### src/rtl/partition_dispatch_if.sv
// Instruction, core and response channels of the partition dispatcher.
// master = dispatcher side, slave = environment (instruction source, core, response sink).
interface partition_dispatch_if #(
    parameter int REGION_WIDTH = 64
);
    logic                    instr_valid;
    logic                    instr_ready;
    logic [7:0]              instr_op;
    logic [7:0]              instr_a;
    logic [7:0]              instr_b;
    logic [REGION_WIDTH-1:0] instr_region;
    logic [7:0]              core_op;
    logic                    core_op_valid;
    logic [REGION_WIDTH-1:0] core_pnew_region;
    logic [7:0]              core_psplit_module_id;
    logic [REGION_WIDTH-1:0] core_psplit_mask;
    logic [7:0]              core_pmerge_m1;
    logic [7:0]              core_pmerge_m2;
    logic                    core_op_done;
    logic [7:0]              core_result_module_id;
    logic [7:0]              core_num_modules;
    logic                    resp_valid;
    logic                    resp_ready;
    logic [7:0]              resp_module_id;
    logic                    resp_err;
    logic                    resp_timeout;
    logic [15:0]             issued_count;
    logic [15:0]             rejected_count;
    logic                    halted;

    modport master (
        input  instr_valid, instr_op, instr_a, instr_b, instr_region,
        output instr_ready,
        output core_op, core_op_valid, core_pnew_region, core_psplit_module_id,
        output core_psplit_mask, core_pmerge_m1, core_pmerge_m2,
        input  core_op_done, core_result_module_id, core_num_modules,
        output resp_valid, resp_module_id, resp_err, resp_timeout,
        input  resp_ready,
        output issued_count, rejected_count, halted
    );

    modport slave (
        output instr_valid, instr_op, instr_a, instr_b, instr_region,
        input  instr_ready,
        input  core_op, core_op_valid, core_pnew_region, core_psplit_module_id,
        input  core_psplit_mask, core_pmerge_m1, core_pmerge_m2,
        output core_op_done, core_result_module_id, core_num_modules,
        input  resp_valid, resp_module_id, resp_err, resp_timeout,
        output resp_ready,
        input  issued_count, rejected_count, halted
    );
endinterface

### src/rtl/partition_dispatch.sv
// Partition instruction dispatcher: queues instructions, prechecks them against the
// core module count, issues one op at a time to the core and returns one response each.
module partition_dispatch #(
    parameter int FIFO_DEPTH   = 4,
    parameter int REGION_WIDTH = 64,
    parameter int MAX_MODULES  = 8,
    parameter int TIMEOUT      = 16
) (
    input  logic                 clk,
    input  logic                 rst,
    partition_dispatch_if.master bus
);
    localparam int PW = (FIFO_DEPTH > 1) ? $clog2(FIFO_DEPTH) : 1;
    localparam int CW = $clog2(FIFO_DEPTH + 1);
    localparam int TW = (TIMEOUT > 1) ? $clog2(TIMEOUT) : 1;
    localparam logic [CW-1:0] DEPTH_C     = CW'(FIFO_DEPTH);
    localparam logic [TW-1:0] WAIT_LAST_C = TW'(TIMEOUT - 1);
    localparam logic [7:0]    MAX_MOD_C   = 8'(MAX_MODULES);

    localparam logic [7:0] OP_PNEW   = 8'h00;
    localparam logic [7:0] OP_PSPLIT = 8'h01;
    localparam logic [7:0] OP_PMERGE = 8'h02;
    localparam logic [7:0] OP_MDLACC = 8'h05;
    localparam logic [7:0] OP_HALT   = 8'hFF;

    typedef enum logic [2:0] {
        ST_IDLE   = 3'd0,
        ST_ISSUE  = 3'd1,
        ST_WAIT   = 3'd2,
        ST_RESP   = 3'd3,
        ST_HALTED = 3'd4
    } state_t;

    function automatic logic op_is_legal(input logic [7:0] op);
        logic legal;
        case (op)
            OP_PNEW, OP_PSPLIT, OP_PMERGE, OP_MDLACC, OP_HALT: legal = 1'b1;
            default:                                          legal = 1'b0;
        endcase
        return legal;
    endfunction

    // A module id is valid only below the current count; a split also needs room for one more.
    function automatic logic precheck_fail(input logic [7:0] op, input logic [7:0] a,
                                           input logic [7:0] b, input logic [7:0] n);
        logic fail;
        case (op)
            OP_PNEW:   fail = (n >= MAX_MOD_C);
            OP_PSPLIT: fail = (a >= n) || (n >= MAX_MOD_C);
            OP_PMERGE: fail = (a >= n) || (b >= n) || (a == b);
            default:   fail = 1'b0;
        endcase
        return fail;
    endfunction

    function automatic logic [15:0] sat_inc(input logic [15:0] v);
        logic [15:0] r;
        if (v == 16'hFFFF) begin
            r = v;
        end else begin
            r = v + 16'd1;
        end
        return r;
    endfunction

    state_t state_r, state_s;

    logic [7:0]              op_mem_r     [FIFO_DEPTH];
    logic [7:0]              a_mem_r      [FIFO_DEPTH];
    logic [7:0]              b_mem_r      [FIFO_DEPTH];
    logic [REGION_WIDTH-1:0] region_mem_r [FIFO_DEPTH];
    logic [PW-1:0]           wr_ptr_r, rd_ptr_r;
    logic [CW-1:0]           count_r, count_s;
    logic                    halt_seen_r, halt_seen_s;
    logic                    instr_ready_r;
    logic                    push_s, pop_s, empty_s;

    logic [7:0]              head_op_s, head_a_s, head_b_s;
    logic [REGION_WIDTH-1:0] head_region_s;
    logic                    head_halt_s, head_bad_s;

    logic                    issue_s, reject_s, halt_pop_s, done_s, timeout_s, resp_hs_s;
    logic [TW-1:0]           wait_cnt_r;
    logic                    is_halt_r;

    logic [7:0]              core_op_r;
    logic                    core_op_valid_r;
    logic [REGION_WIDTH-1:0] core_pnew_region_r;
    logic [7:0]              core_psplit_module_id_r;
    logic [REGION_WIDTH-1:0] core_psplit_mask_r;
    logic [7:0]              core_pmerge_m1_r;
    logic [7:0]              core_pmerge_m2_r;
    logic                    resp_valid_r;
    logic [7:0]              resp_module_id_r;
    logic                    resp_err_r;
    logic                    resp_timeout_r;
    logic [15:0]             issued_count_r;
    logic [15:0]             rejected_count_r;
    logic                    halted_r;

    assign push_s        = bus.instr_valid && instr_ready_r;
    assign empty_s       = (count_r == {CW{1'b0}});
    assign head_op_s     = op_mem_r[rd_ptr_r];
    assign head_a_s      = a_mem_r[rd_ptr_r];
    assign head_b_s      = b_mem_r[rd_ptr_r];
    assign head_region_s = region_mem_r[rd_ptr_r];
    assign head_halt_s   = (head_op_s == OP_HALT);
    assign head_bad_s    = !op_is_legal(head_op_s) ||
                           precheck_fail(head_op_s, head_a_s, head_b_s, bus.core_num_modules);

    // Queue occupancy and sticky halt flag for the next cycle.
    always_comb begin
        count_s = count_r;
        case ({push_s, pop_s})
            2'b10:   count_s = count_r + CW'(1);
            2'b01:   count_s = count_r - CW'(1);
            default: count_s = count_r;
        endcase
        halt_seen_s = halt_seen_r || (push_s && (bus.instr_op == OP_HALT));
    end

    // Queue pointers, occupancy, halt flag and the registered ready.
    always_ff @(posedge clk) begin
        if (rst) begin
            wr_ptr_r      <= {PW{1'b0}};
            rd_ptr_r      <= {PW{1'b0}};
            count_r       <= {CW{1'b0}};
            halt_seen_r   <= 1'b0;
            instr_ready_r <= 1'b0;
        end else begin
            if (push_s) begin
                wr_ptr_r <= wr_ptr_r + PW'(1);
            end
            if (pop_s) begin
                rd_ptr_r <= rd_ptr_r + PW'(1);
            end
            count_r       <= count_s;
            halt_seen_r   <= halt_seen_s;
            instr_ready_r <= (count_s != DEPTH_C) && !halt_seen_s;
        end
    end

    // Queue storage; contents are don't-care whenever the pointers say empty.
    always_ff @(posedge clk) begin
        if (push_s) begin
            op_mem_r[wr_ptr_r]     <= bus.instr_op;
            a_mem_r[wr_ptr_r]      <= bus.instr_a;
            b_mem_r[wr_ptr_r]      <= bus.instr_b;
            region_mem_r[wr_ptr_r] <= bus.instr_region;
        end
    end

    // FSM state register.
    always_ff @(posedge clk) begin
        if (rst) begin
            state_r <= ST_IDLE;
        end else begin
            state_r <= state_s;
        end
    end

    // FSM next-state logic.
    always_comb begin
        state_s = state_r;
        case (state_r)
            ST_IDLE: begin
                if (!empty_s) begin
                    state_s = (head_halt_s || head_bad_s) ? ST_RESP : ST_ISSUE;
                end else begin
                    state_s = ST_IDLE;
                end
            end
            ST_ISSUE: state_s = ST_WAIT;
            ST_WAIT: begin
                if (bus.core_op_done || (wait_cnt_r == WAIT_LAST_C)) begin
                    state_s = ST_RESP;
                end else begin
                    state_s = ST_WAIT;
                end
            end
            ST_RESP: begin
                if (bus.resp_ready) begin
                    state_s = is_halt_r ? ST_HALTED : ST_IDLE;
                end else begin
                    state_s = ST_RESP;
                end
            end
            ST_HALTED: state_s = ST_HALTED;
            default:   state_s = ST_IDLE;
        endcase
    end

    // FSM output strobes that steer the datapath registers.
    always_comb begin
        pop_s      = 1'b0;
        issue_s    = 1'b0;
        reject_s   = 1'b0;
        halt_pop_s = 1'b0;
        done_s     = 1'b0;
        timeout_s  = 1'b0;
        resp_hs_s  = 1'b0;
        case (state_r)
            ST_IDLE: begin
                if (!empty_s) begin
                    pop_s = 1'b1;
                    if (head_halt_s) begin
                        halt_pop_s = 1'b1;
                    end else if (head_bad_s) begin
                        reject_s = 1'b1;
                    end else begin
                        issue_s = 1'b1;
                    end
                end else begin
                    pop_s = 1'b0;
                end
            end
            ST_WAIT: begin
                if (bus.core_op_done) begin
                    done_s = 1'b1;
                end else if (wait_cnt_r == WAIT_LAST_C) begin
                    timeout_s = 1'b1;
                end else begin
                    done_s = 1'b0;
                end
            end
            ST_RESP: begin
                if (bus.resp_ready) begin
                    resp_hs_s = 1'b1;
                end else begin
                    resp_hs_s = 1'b0;
                end
            end
            default: pop_s = 1'b0;
        endcase
    end

    // Core command registers: loaded at pop, held through WAIT, cleared once WAIT ends.
    always_ff @(posedge clk) begin
        if (rst) begin
            core_op_valid_r         <= 1'b0;
            core_op_r               <= 8'h00;
            core_pnew_region_r      <= {REGION_WIDTH{1'b0}};
            core_psplit_module_id_r <= 8'h00;
            core_psplit_mask_r      <= {REGION_WIDTH{1'b0}};
            core_pmerge_m1_r        <= 8'h00;
            core_pmerge_m2_r        <= 8'h00;
        end else begin
            core_op_valid_r <= issue_s;
            if (issue_s) begin
                core_op_r               <= head_op_s;
                core_pnew_region_r      <= (head_op_s == OP_PNEW)   ? head_region_s : {REGION_WIDTH{1'b0}};
                core_psplit_module_id_r <= (head_op_s == OP_PSPLIT) ? head_a_s      : 8'h00;
                core_psplit_mask_r      <= (head_op_s == OP_PSPLIT) ? head_region_s : {REGION_WIDTH{1'b0}};
                core_pmerge_m1_r        <= (head_op_s == OP_PMERGE) ? head_a_s      : 8'h00;
                core_pmerge_m2_r        <= (head_op_s == OP_PMERGE) ? head_b_s      : 8'h00;
            end else if (done_s || timeout_s) begin
                core_op_r               <= 8'h00;
                core_pnew_region_r      <= {REGION_WIDTH{1'b0}};
                core_psplit_module_id_r <= 8'h00;
                core_psplit_mask_r      <= {REGION_WIDTH{1'b0}};
                core_pmerge_m1_r        <= 8'h00;
                core_pmerge_m2_r        <= 8'h00;
            end
        end
    end

    // Response registers, wait counter, counters and halted flag.
    always_ff @(posedge clk) begin
        if (rst) begin
            resp_valid_r     <= 1'b0;
            resp_module_id_r <= 8'h00;
            resp_err_r       <= 1'b0;
            resp_timeout_r   <= 1'b0;
            issued_count_r   <= 16'h0000;
            rejected_count_r <= 16'h0000;
            wait_cnt_r       <= {TW{1'b0}};
            is_halt_r        <= 1'b0;
            halted_r         <= 1'b0;
        end else begin
            wait_cnt_r <= (state_r == ST_WAIT) ? (wait_cnt_r + TW'(1)) : {TW{1'b0}};
            if (state_r == ST_ISSUE) begin
                issued_count_r <= sat_inc(issued_count_r);
            end
            if (reject_s || timeout_s) begin
                rejected_count_r <= sat_inc(rejected_count_r);
            end
            if (done_s) begin
                resp_valid_r     <= 1'b1;
                resp_module_id_r <= bus.core_result_module_id;
                resp_err_r       <= 1'b0;
                resp_timeout_r   <= 1'b0;
            end else if (timeout_s || reject_s || halt_pop_s) begin
                resp_valid_r     <= 1'b1;
                resp_module_id_r <= 8'h00;
                resp_err_r       <= timeout_s || reject_s;
                resp_timeout_r   <= timeout_s;
            end else if (resp_hs_s) begin
                resp_valid_r     <= 1'b0;
                resp_module_id_r <= 8'h00;
                resp_err_r       <= 1'b0;
                resp_timeout_r   <= 1'b0;
            end
            if (halt_pop_s) begin
                is_halt_r <= 1'b1;
            end else if (resp_hs_s) begin
                is_halt_r <= 1'b0;
            end
            halted_r <= (state_s == ST_HALTED);
        end
    end

    assign bus.instr_ready           = instr_ready_r;
    assign bus.core_op               = core_op_r;
    assign bus.core_op_valid         = core_op_valid_r;
    assign bus.core_pnew_region      = core_pnew_region_r;
    assign bus.core_psplit_module_id = core_psplit_module_id_r;
    assign bus.core_psplit_mask      = core_psplit_mask_r;
    assign bus.core_pmerge_m1        = core_pmerge_m1_r;
    assign bus.core_pmerge_m2        = core_pmerge_m2_r;
    assign bus.resp_valid            = resp_valid_r;
    assign bus.resp_module_id        = resp_module_id_r;
    assign bus.resp_err              = resp_err_r;
    assign bus.resp_timeout          = resp_timeout_r;
    assign bus.issued_count          = issued_count_r;
    assign bus.rejected_count        = rejected_count_r;
    assign bus.halted                = halted_r;
endmodule

### src/flat_wrapper.sv
// flat-port wrapper written by rule: the top's interface ports become plain ports
module partition_dispatch_flat 
#(
    parameter int FIFO_DEPTH   = 4,
    parameter int REGION_WIDTH = 64,
    parameter int MAX_MODULES  = 8,
    parameter int TIMEOUT      = 16
)
  (clk, rst, bus_instr_valid, bus_instr_op, bus_instr_a, bus_instr_b, bus_instr_region, bus_instr_ready, bus_core_op, bus_core_op_valid, bus_core_pnew_region, bus_core_psplit_module_id, bus_core_psplit_mask, bus_core_pmerge_m1, bus_core_pmerge_m2, bus_core_op_done, bus_core_result_module_id, bus_core_num_modules, bus_resp_valid, bus_resp_module_id, bus_resp_err, bus_resp_timeout, bus_resp_ready, bus_issued_count, bus_rejected_count, bus_halted);
  partition_dispatch_if #(.REGION_WIDTH(REGION_WIDTH)) bus_i ();
  input  logic clk;
  input  logic rst;
  input wire logic [$bits(bus_i.instr_valid)-1:0] bus_instr_valid;
  input wire logic [$bits(bus_i.instr_op)-1:0] bus_instr_op;
  input wire logic [$bits(bus_i.instr_a)-1:0] bus_instr_a;
  input wire logic [$bits(bus_i.instr_b)-1:0] bus_instr_b;
  input wire logic [$bits(bus_i.instr_region)-1:0] bus_instr_region;
  output wire logic [$bits(bus_i.instr_ready)-1:0] bus_instr_ready;
  output wire logic [$bits(bus_i.core_op)-1:0] bus_core_op;
  output wire logic [$bits(bus_i.core_op_valid)-1:0] bus_core_op_valid;
  output wire logic [$bits(bus_i.core_pnew_region)-1:0] bus_core_pnew_region;
  output wire logic [$bits(bus_i.core_psplit_module_id)-1:0] bus_core_psplit_module_id;
  output wire logic [$bits(bus_i.core_psplit_mask)-1:0] bus_core_psplit_mask;
  output wire logic [$bits(bus_i.core_pmerge_m1)-1:0] bus_core_pmerge_m1;
  output wire logic [$bits(bus_i.core_pmerge_m2)-1:0] bus_core_pmerge_m2;
  input wire logic [$bits(bus_i.core_op_done)-1:0] bus_core_op_done;
  input wire logic [$bits(bus_i.core_result_module_id)-1:0] bus_core_result_module_id;
  input wire logic [$bits(bus_i.core_num_modules)-1:0] bus_core_num_modules;
  output wire logic [$bits(bus_i.resp_valid)-1:0] bus_resp_valid;
  output wire logic [$bits(bus_i.resp_module_id)-1:0] bus_resp_module_id;
  output wire logic [$bits(bus_i.resp_err)-1:0] bus_resp_err;
  output wire logic [$bits(bus_i.resp_timeout)-1:0] bus_resp_timeout;
  input wire logic [$bits(bus_i.resp_ready)-1:0] bus_resp_ready;
  output wire logic [$bits(bus_i.issued_count)-1:0] bus_issued_count;
  output wire logic [$bits(bus_i.rejected_count)-1:0] bus_rejected_count;
  output wire logic [$bits(bus_i.halted)-1:0] bus_halted;
  assign bus_i.instr_valid = bus_instr_valid;
  assign bus_i.instr_op = bus_instr_op;
  assign bus_i.instr_a = bus_instr_a;
  assign bus_i.instr_b = bus_instr_b;
  assign bus_i.instr_region = bus_instr_region;
  assign bus_instr_ready = bus_i.instr_ready;
  assign bus_core_op = bus_i.core_op;
  assign bus_core_op_valid = bus_i.core_op_valid;
  assign bus_core_pnew_region = bus_i.core_pnew_region;
  assign bus_core_psplit_module_id = bus_i.core_psplit_module_id;
  assign bus_core_psplit_mask = bus_i.core_psplit_mask;
  assign bus_core_pmerge_m1 = bus_i.core_pmerge_m1;
  assign bus_core_pmerge_m2 = bus_i.core_pmerge_m2;
  assign bus_i.core_op_done = bus_core_op_done;
  assign bus_i.core_result_module_id = bus_core_result_module_id;
  assign bus_i.core_num_modules = bus_core_num_modules;
  assign bus_resp_valid = bus_i.resp_valid;
  assign bus_resp_module_id = bus_i.resp_module_id;
  assign bus_resp_err = bus_i.resp_err;
  assign bus_resp_timeout = bus_i.resp_timeout;
  assign bus_i.resp_ready = bus_resp_ready;
  assign bus_issued_count = bus_i.issued_count;
  assign bus_rejected_count = bus_i.rejected_count;
  assign bus_halted = bus_i.halted;
  partition_dispatch #(.FIFO_DEPTH(FIFO_DEPTH), .REGION_WIDTH(REGION_WIDTH), .MAX_MODULES(MAX_MODULES), .TIMEOUT(TIMEOUT)) u_core (.clk(clk), .rst(rst), .bus(bus_i));
endmodule
### config.mk
export PLATFORM = sky130hd
export DESIGN_NAME = partition_dispatch_flat
export DESIGN_NICKNAME = d
export VERILOG_FILES = /design/src/rtl/partition_dispatch_if.sv /design/src/rtl/partition_dispatch.sv /design/src/flat_wrapper.sv
export SDC_FILE = /design/constraint.sdc
export NUM_CORES = 1
export LEC_CHECK = 0
export CELL_PAD_IN_SITES_DETAIL_PLACEMENT = 2
export CELL_PAD_IN_SITES_GLOBAL_PLACEMENT = 2
export CORE_MARGIN = 10
export CORE_UTILIZATION = 35
export CTS_CLUSTER_SIZE = 30
export DETAILED_ROUTE_END_ITERATION = 7
export HOLD_SLACK_MARGIN = 0.02
export PLACE_DENSITY = 0.77
export SLEW_MARGIN = 0
export SYNTH_ARGS = -nofsm -noshare
export SYNTH_HDL_FRONTEND = slang
export SYNTH_SLANG_ARGS = --single-unit
### constraint.sdc
create_clock -name clk -period 3.45 [get_ports clk]
set_input_delay 1.035 -clock clk [delete_from_list [all_inputs] [get_ports clk]]
set_output_delay 1.035 -clock clk [all_outputs]
set_load 0.01 [all_outputs]
Word-level counts from Yosys, hierarchy flattened:

Memory sizes are Yosys's and may differ from the RTL's. A register that Yosys moved wholly into a read port is not among the register bits.
Index checks and enable logic that the tools add are counted.

* memories: 4
* bits in writable memories: 352
* bits in registers: 222

Memories
* u_core.region_mem_r: depth 4, bits a word 64, read ports 1, clocked after Yosys merged registers in 1, write ports 1, RTL line partition_dispatch.sv:71 `logic [REGION_WIDTH-1:0] region_mem_r [FIFO_DEPTH];`
* u_core.a_mem_r: depth 4, bits a word 8, read ports 1, clocked after Yosys merged registers in 1, write ports 1, RTL line partition_dispatch.sv:69 `logic [7:0] a_mem_r [FIFO_DEPTH];`
* u_core.b_mem_r: depth 4, bits a word 8, read ports 1, clocked after Yosys merged registers in 1, write ports 1, RTL line partition_dispatch.sv:70 `logic [7:0] b_mem_r [FIFO_DEPTH];`
* u_core.op_mem_r: depth 4, bits a word 8, read ports 1, clocked after Yosys merged registers in 1, write ports 1, RTL line partition_dispatch.sv:68 `logic [7:0] op_mem_r [FIFO_DEPTH];`

* reductions and logical operators: 27
* bitwise logic cells: 3
* add/subtract/negate cells: 7
* equal/unequal tests: 17
* $lt $le $gt $ge: 3
* multiplexer cells: 61

Operators with widths (number)
* 64-bit 2-to-1 mux: 5
* 8-bit 2-to-1 mux: 11
* 16-bit by 1-bit adder with 16-bit output, second input constant: 2
* 16-bit == test, second input constant: 2
* 1-bit 2-to-1 mux: 30
* 2-bit 2-to-1 mux: 9
* 8-bit == test, second input constant: 2
* 8-bit greater-or-equal comparator: 2
* 3-bit case mux with 5 select lines: 1
* 1-bit logical OR: 10
* 3-bit 2-to-1 mux: 3
* 8-bit by 1-bit == test with 1-bit output, second input constant: 1
* 8-bit by 2-bit == test with 1-bit output, second input constant: 1
* 8-bit by 3-bit == test with 1-bit output, second input constant: 1
* 8-bit == test: 1
* 8-bit by 4-bit greater-or-equal comparator with 1-bit output, second input constant: 1
* 8-bit zero test: 1
* 3-bit by 2-bit == test with 1-bit output, second input constant: 2
* 3-bit == test, second input constant: 2
* 3-bit zero test: 2
* 3-bit case mux with 2 select lines: 1
* 2-bit nonzero test: 3
* 5-bit OR reduction: 1
* 2-bit by 1-bit adder with 2-bit output, second input constant: 2
* other kinds (15): 22

Depth between registers and ports, before layout:

* word-level depth: 13
* depth in mapped cells: 18

Least setup slack after synthesis:

Ideal clock, no wire load.

* path kind: register -> register
* from: reg (tool-made name)
* to: reg u_core.core_pmerge_m1_r[1], in the netlist u_core.bus.core_pmerge_m1[1]
* data arrival time: 3.644 ns
* path slack: -0.311 ns
* stages on the path, launching flop included: 18
* path buffers: 6
* clock period less this slack: 3.761 ns
* cell sequence: dfxtp_1 > buf_6 > buf_8 > mux4_2 > ha_1 > and2_1 > a221oi_1 > o21ai_0 > a211oi_1 > a2bb2oi_1 > o2bb2ai_1 > or3_1 > buf_2 > and2_4 > buf_6 > buf_8 > buf_6 > a22o_1

RTL lines
* end signal, assigned: RTL line partition_dispatch.sv:254 `core_pmerge_m1_r <= (head_op_s == OP_PMERGE) ? head_a_s : 8'h00;`
* end, declared: RTL line partition_dispatch.sv:91 `logic [7:0] core_pmerge_m1_r;`

==> results.sh <==
export IMPL_cp_start_kind="flop"
export IMPL_wl_per_cell_um=28.3
export IMPL_core_area_um2=59000
export IMPL_worstHoldEndpoint="u_core.wait_cnt_r[0]$_SDFF_PP0_"
export IMPL_cts_tree="yes"
export IMPL_synthFlopType="edfxtp_1"
export IMPL_antenna_found_initial=13
export IMPL_synth_seq_cells=576
export IMPL_final_common_cell="edfxtp_1"
export IMPL_hold_depth=1
export IMPL_area_delta_synth_final_pct=37.1
export IMPL_gp_congestion=0.762
export IMPL_drt_iter0_drc=827
export IMPL_violations="setup timing"
export IMPL_grt_max_degree=57
export IMPL_r2r_slack_ps=-340
export IMPL_layout_common_cells="edfxtp_1 (352), clkdlybuf4s50_1 (313), dfxtp_1 (222), a22o_1 (158), mux4_2 (88)"
export IMPL_htree_levels=2
export IMPL_rr_endpoint="u_core.bus.core_pnew_region[13]$_SDFFE_PP0P_"
export IMPL_hp_start="u_core.wait_cnt_r[0]$_SDFF_PP0_"
export IMPL_clock_skew_ps=26.7
export IMPL_postLayoutSetupSlackWorst_ps=-343
export IMPL_drt_pass1_iter_count=4
export IMPL_vias=13100
export IMPL_grt_pass1_vias=14700
export IMPL_fillers=5436
export IMPL_synth_edf_count=352
export IMPL_grt_pass1_wl_um=100000
export IMPL_drive_above_1_share_pct=21.6
export IMPL_maxSlewViolCount=0
export IMPL_cp_max_fo=56
export IMPL_required_ps=3960
export IMPL_io_pins=315
export IMPL_hp_class="flop to flop"
export IMPL_relSlewSlack_pct=35.0
export IMPL_clockBufferDepth=3
export IMPL_overflow=0
export IMPL_cp_arrival_ps=4300
export IMPL_maxCapViolations=0
export IMPL_layout_nets=1789
export IMPL_finalCritPeriodShare_pct=110
export IMPL_drc=0
export IMPL_outcome="finished with violations"
export IMPL_worstMarginPinSlew_ps=975
export IMPL_gr_usage_all_layers_pct=18.8
export IMPL_vdd_drop_max_mv=0.578
export IMPL_ant_nets=0
export IMPL_fp_dieW_um=264
export IMPL_syn_num_nets=1364
export IMPL_reg2regPathDepth=13
export IMPL_hpwlAfterDp_um=43800
export IMPL_synth_cell_types=55
export IMPL_synth_area_um2=20900
export IMPL_port_buffers=314
export IMPL_ys_seq_area_share_pct=72.0
export IMPL_cts_sinks=576
export IMPL_routed_wl_um=70300
export IMPL_setup_violations=185
export IMPL_insertion_delay_ps=620
export IMPL_clock_fmax_mhz=264
export IMPL_initial_core_util_pct=35.4
export IMPL_finalSetupTns_ps=-49010
export IMPL_end_kind="flop"
export IMPL_p_leak_nw=9.77
export IMPL_min_period_ps=3790
export IMPL_hold_viol=0
export IMPL_yosys_warnings=0
export IMPL_critPathKind="flop to flop"
export IMPL_viasPerCell=5.25
export IMPL_async_reset_ff_share_pct=0
export IMPL_root_buffer="clkbuf_16"
export IMPL_grt_setup_unrepaired="yes"
export IMPL_cts_buffers=59
export IMPL_num_rows=89
export IMPL_syn_avg_cell_area_um2=17.0
export IMPL_synthCells=1230
export IMPL_clk_pin_slew_worst_paths_ps=70
export IMPL_die_y_um=264
export IMPL_pre_cts_ws_ps=-988
export IMPL_power_density_nw_per_um2=625
export IMPL_die_area_um2=69900
cells by family (layout without fill, tap and decap cells):
family | after synthesis | in the layout | synth area share (%)
DFF | 576 | 576 | 72.0
xor gates and xnor gates | 26 | 26 | 1.09
adders and majority gates | 25 | 25 | 1.53
buffers and inverters | 89 | 565 | 2.25
other | 0 | 7 | 0
muxes | 92 | 92 | 9.69
and+or+nand+nor | 190 | 190 | 4.63
AOI/OAI and AO/OA | 232 | 232 | 8.77
final cells by class:
type,count,area [um2],area share [%]
antenna,7,17.5,0.0611
clock buffer,89,1880,6.54
clock inverter,23,283,0.987
inverter,22,82.6,0.288
multi-input combinational,565,5690,19.9
sequential,576,15100,52.6
tap,773,967,3.37
timing repair buffer,431,4680,16.3
worst max-delay path by stage:
stage,end,slack (ps),depth (start not counted)
floorplan,u_core.bus.core_pnew_region[31]$_SDFFE_PP0P_,-230,18
global placement,u_core.bus.core_psplit_mask[19]$_SDFFE_PP0P_,-820,14
detailed placement,u_core.bus.core_psplit_mask[34]$_SDFFE_PP0P_,-990,14
CTS,u_core.bus.core_pnew_region[44]$_SDFFE_PP0P_,-310,14
global route,u_core.bus.core_pnew_region[5]$_SDFFE_PP0P_,-480,15
finish,u_core.bus.core_pnew_region[13]$_SDFFE_PP0P_,-340,13
state kept, by name (all words and copies together), names as in the netlist, 2 cells and up, named ones only:
signal                            count
u_core.a_mem_r                       32
u_core.b_mem_r                       32
u_core.bus.core_op                    8
u_core.bus.core_pmerge_m1             8
u_core.bus.core_pmerge_m2             8
u_core.bus.core_pnew_region          64
u_core.bus.core_psplit_mask          64
u_core.bus.core_psplit_module_id      8
u_core.bus.issued_count              16
u_core.bus.rejected_count            16
u_core.bus.resp_module_id             8
u_core.count_r                        3
u_core.op_mem_r                      32
u_core.rd_ptr_r                       2
u_core.region_mem_r                 256
u_core.state_r                        3
u_core.wait_cnt_r                     4
u_core.wr_ptr_r                       2
cell usage after synthesis (2+ instances only):
master | n | area share [%]
a211oi_1 | 2 | 0.072
a21o_1 | 3 | 0.11
a21oi_1 | 29 | 0.69
a221oi_1 | 3 | 0.13
a22o_1 | 159 | 6.7
a31oi_1 | 2 | 0.060
and2_1 | 3 | 0.090
and3_1 | 14 | 0.42
buf_1 | 3 | 0.054
buf_2 | 18 | 0.43
buf_6 | 12 | 0.65
buf_8 | 2 | 0.14
clkbuf_1 | 32 | 0.57
dfxtp_1 | 224 | 21
edfxtp_1 | 352 | 51
ha_1 | 24 | 1.4
inv_1 | 21 | 0.38
mux2_2 | 3 | 0.16
mux4_2 | 88 | 9.5
nand2_1 | 32 | 0.57
nand2b_1 | 3 | 0.090
nand3_1 | 24 | 0.57
nand4_1 | 15 | 0.45
nor2_1 | 47 | 0.84
nor2b_1 | 11 | 0.33
nor3_1 | 9 | 0.22
nor4_1 | 2 | 0.060
o21ai_0 | 21 | 0.50
o2bb2ai_1 | 2 | 0.084
o31ai_1 | 2 | 0.072
or2_2 | 2 | 0.060
or3_1 | 19 | 0.57
xnor2_1 | 19 | 0.80
xor2_1 | 7 | 0.29
power breakdown:
| group | internal [mW] | switching [mW] |
|---|---|---|
| logic | 1.54 | 1.75 |
| clock network | 4.09 | 2.83 |
| registers | 7.58 | 0.141 |
| total | 13.2 | 4.72 |
worst max-delay path, cell delays in order, from the launching register on:
cell       delay [ps]
dfxtp_4           430
buf_8             180
mux4_2            570
ha_1              230
a211o_1           320
a31oi_2           200
o21ai_2           120
a211oi_2          250
a2bb2oi_2         180
o2bb2ai_2          80
or3_4             350
and2_4            240
buf_12            220
a22o_1            280
routing by layer:
layer,up-vias,part of all wire [%],global-route usage [%],wire length [um]
met4,12,2.7,6.21,1900
met2,364,52,33.5,36700
met5,-,0.10,0,70
li1,5718,-,-,-
met1,6852,39,22.0,27800
met3,115,5.6,4.45,3940
stage by stage:
stage	cell area, um2	cells	hold WS [ps]	utilization [%]	power [mW]
2_1_floorplan	21000	1230	418	-	9.55
3_3_place_gp	25500	2335	430	43.3	10.6
3_5_place_dp	25500	2335	457	43.3	10.8
4_1_cts	28200	2466	463	47.8	17.9
5_1_grt	28700	2486	496	48.6	18.6
6_report	28700	2486	458	48.6	17.9
timing repair:
action,in CTS,in global routing
hold buffers,0,0
gates cloned,8,8
setup buffers,11,8
pin swaps,8,27
endpoints found under the setup margin,189,188
gates resized for setup,41,48
Note: power is estimated with default switching activity, not from simulation.
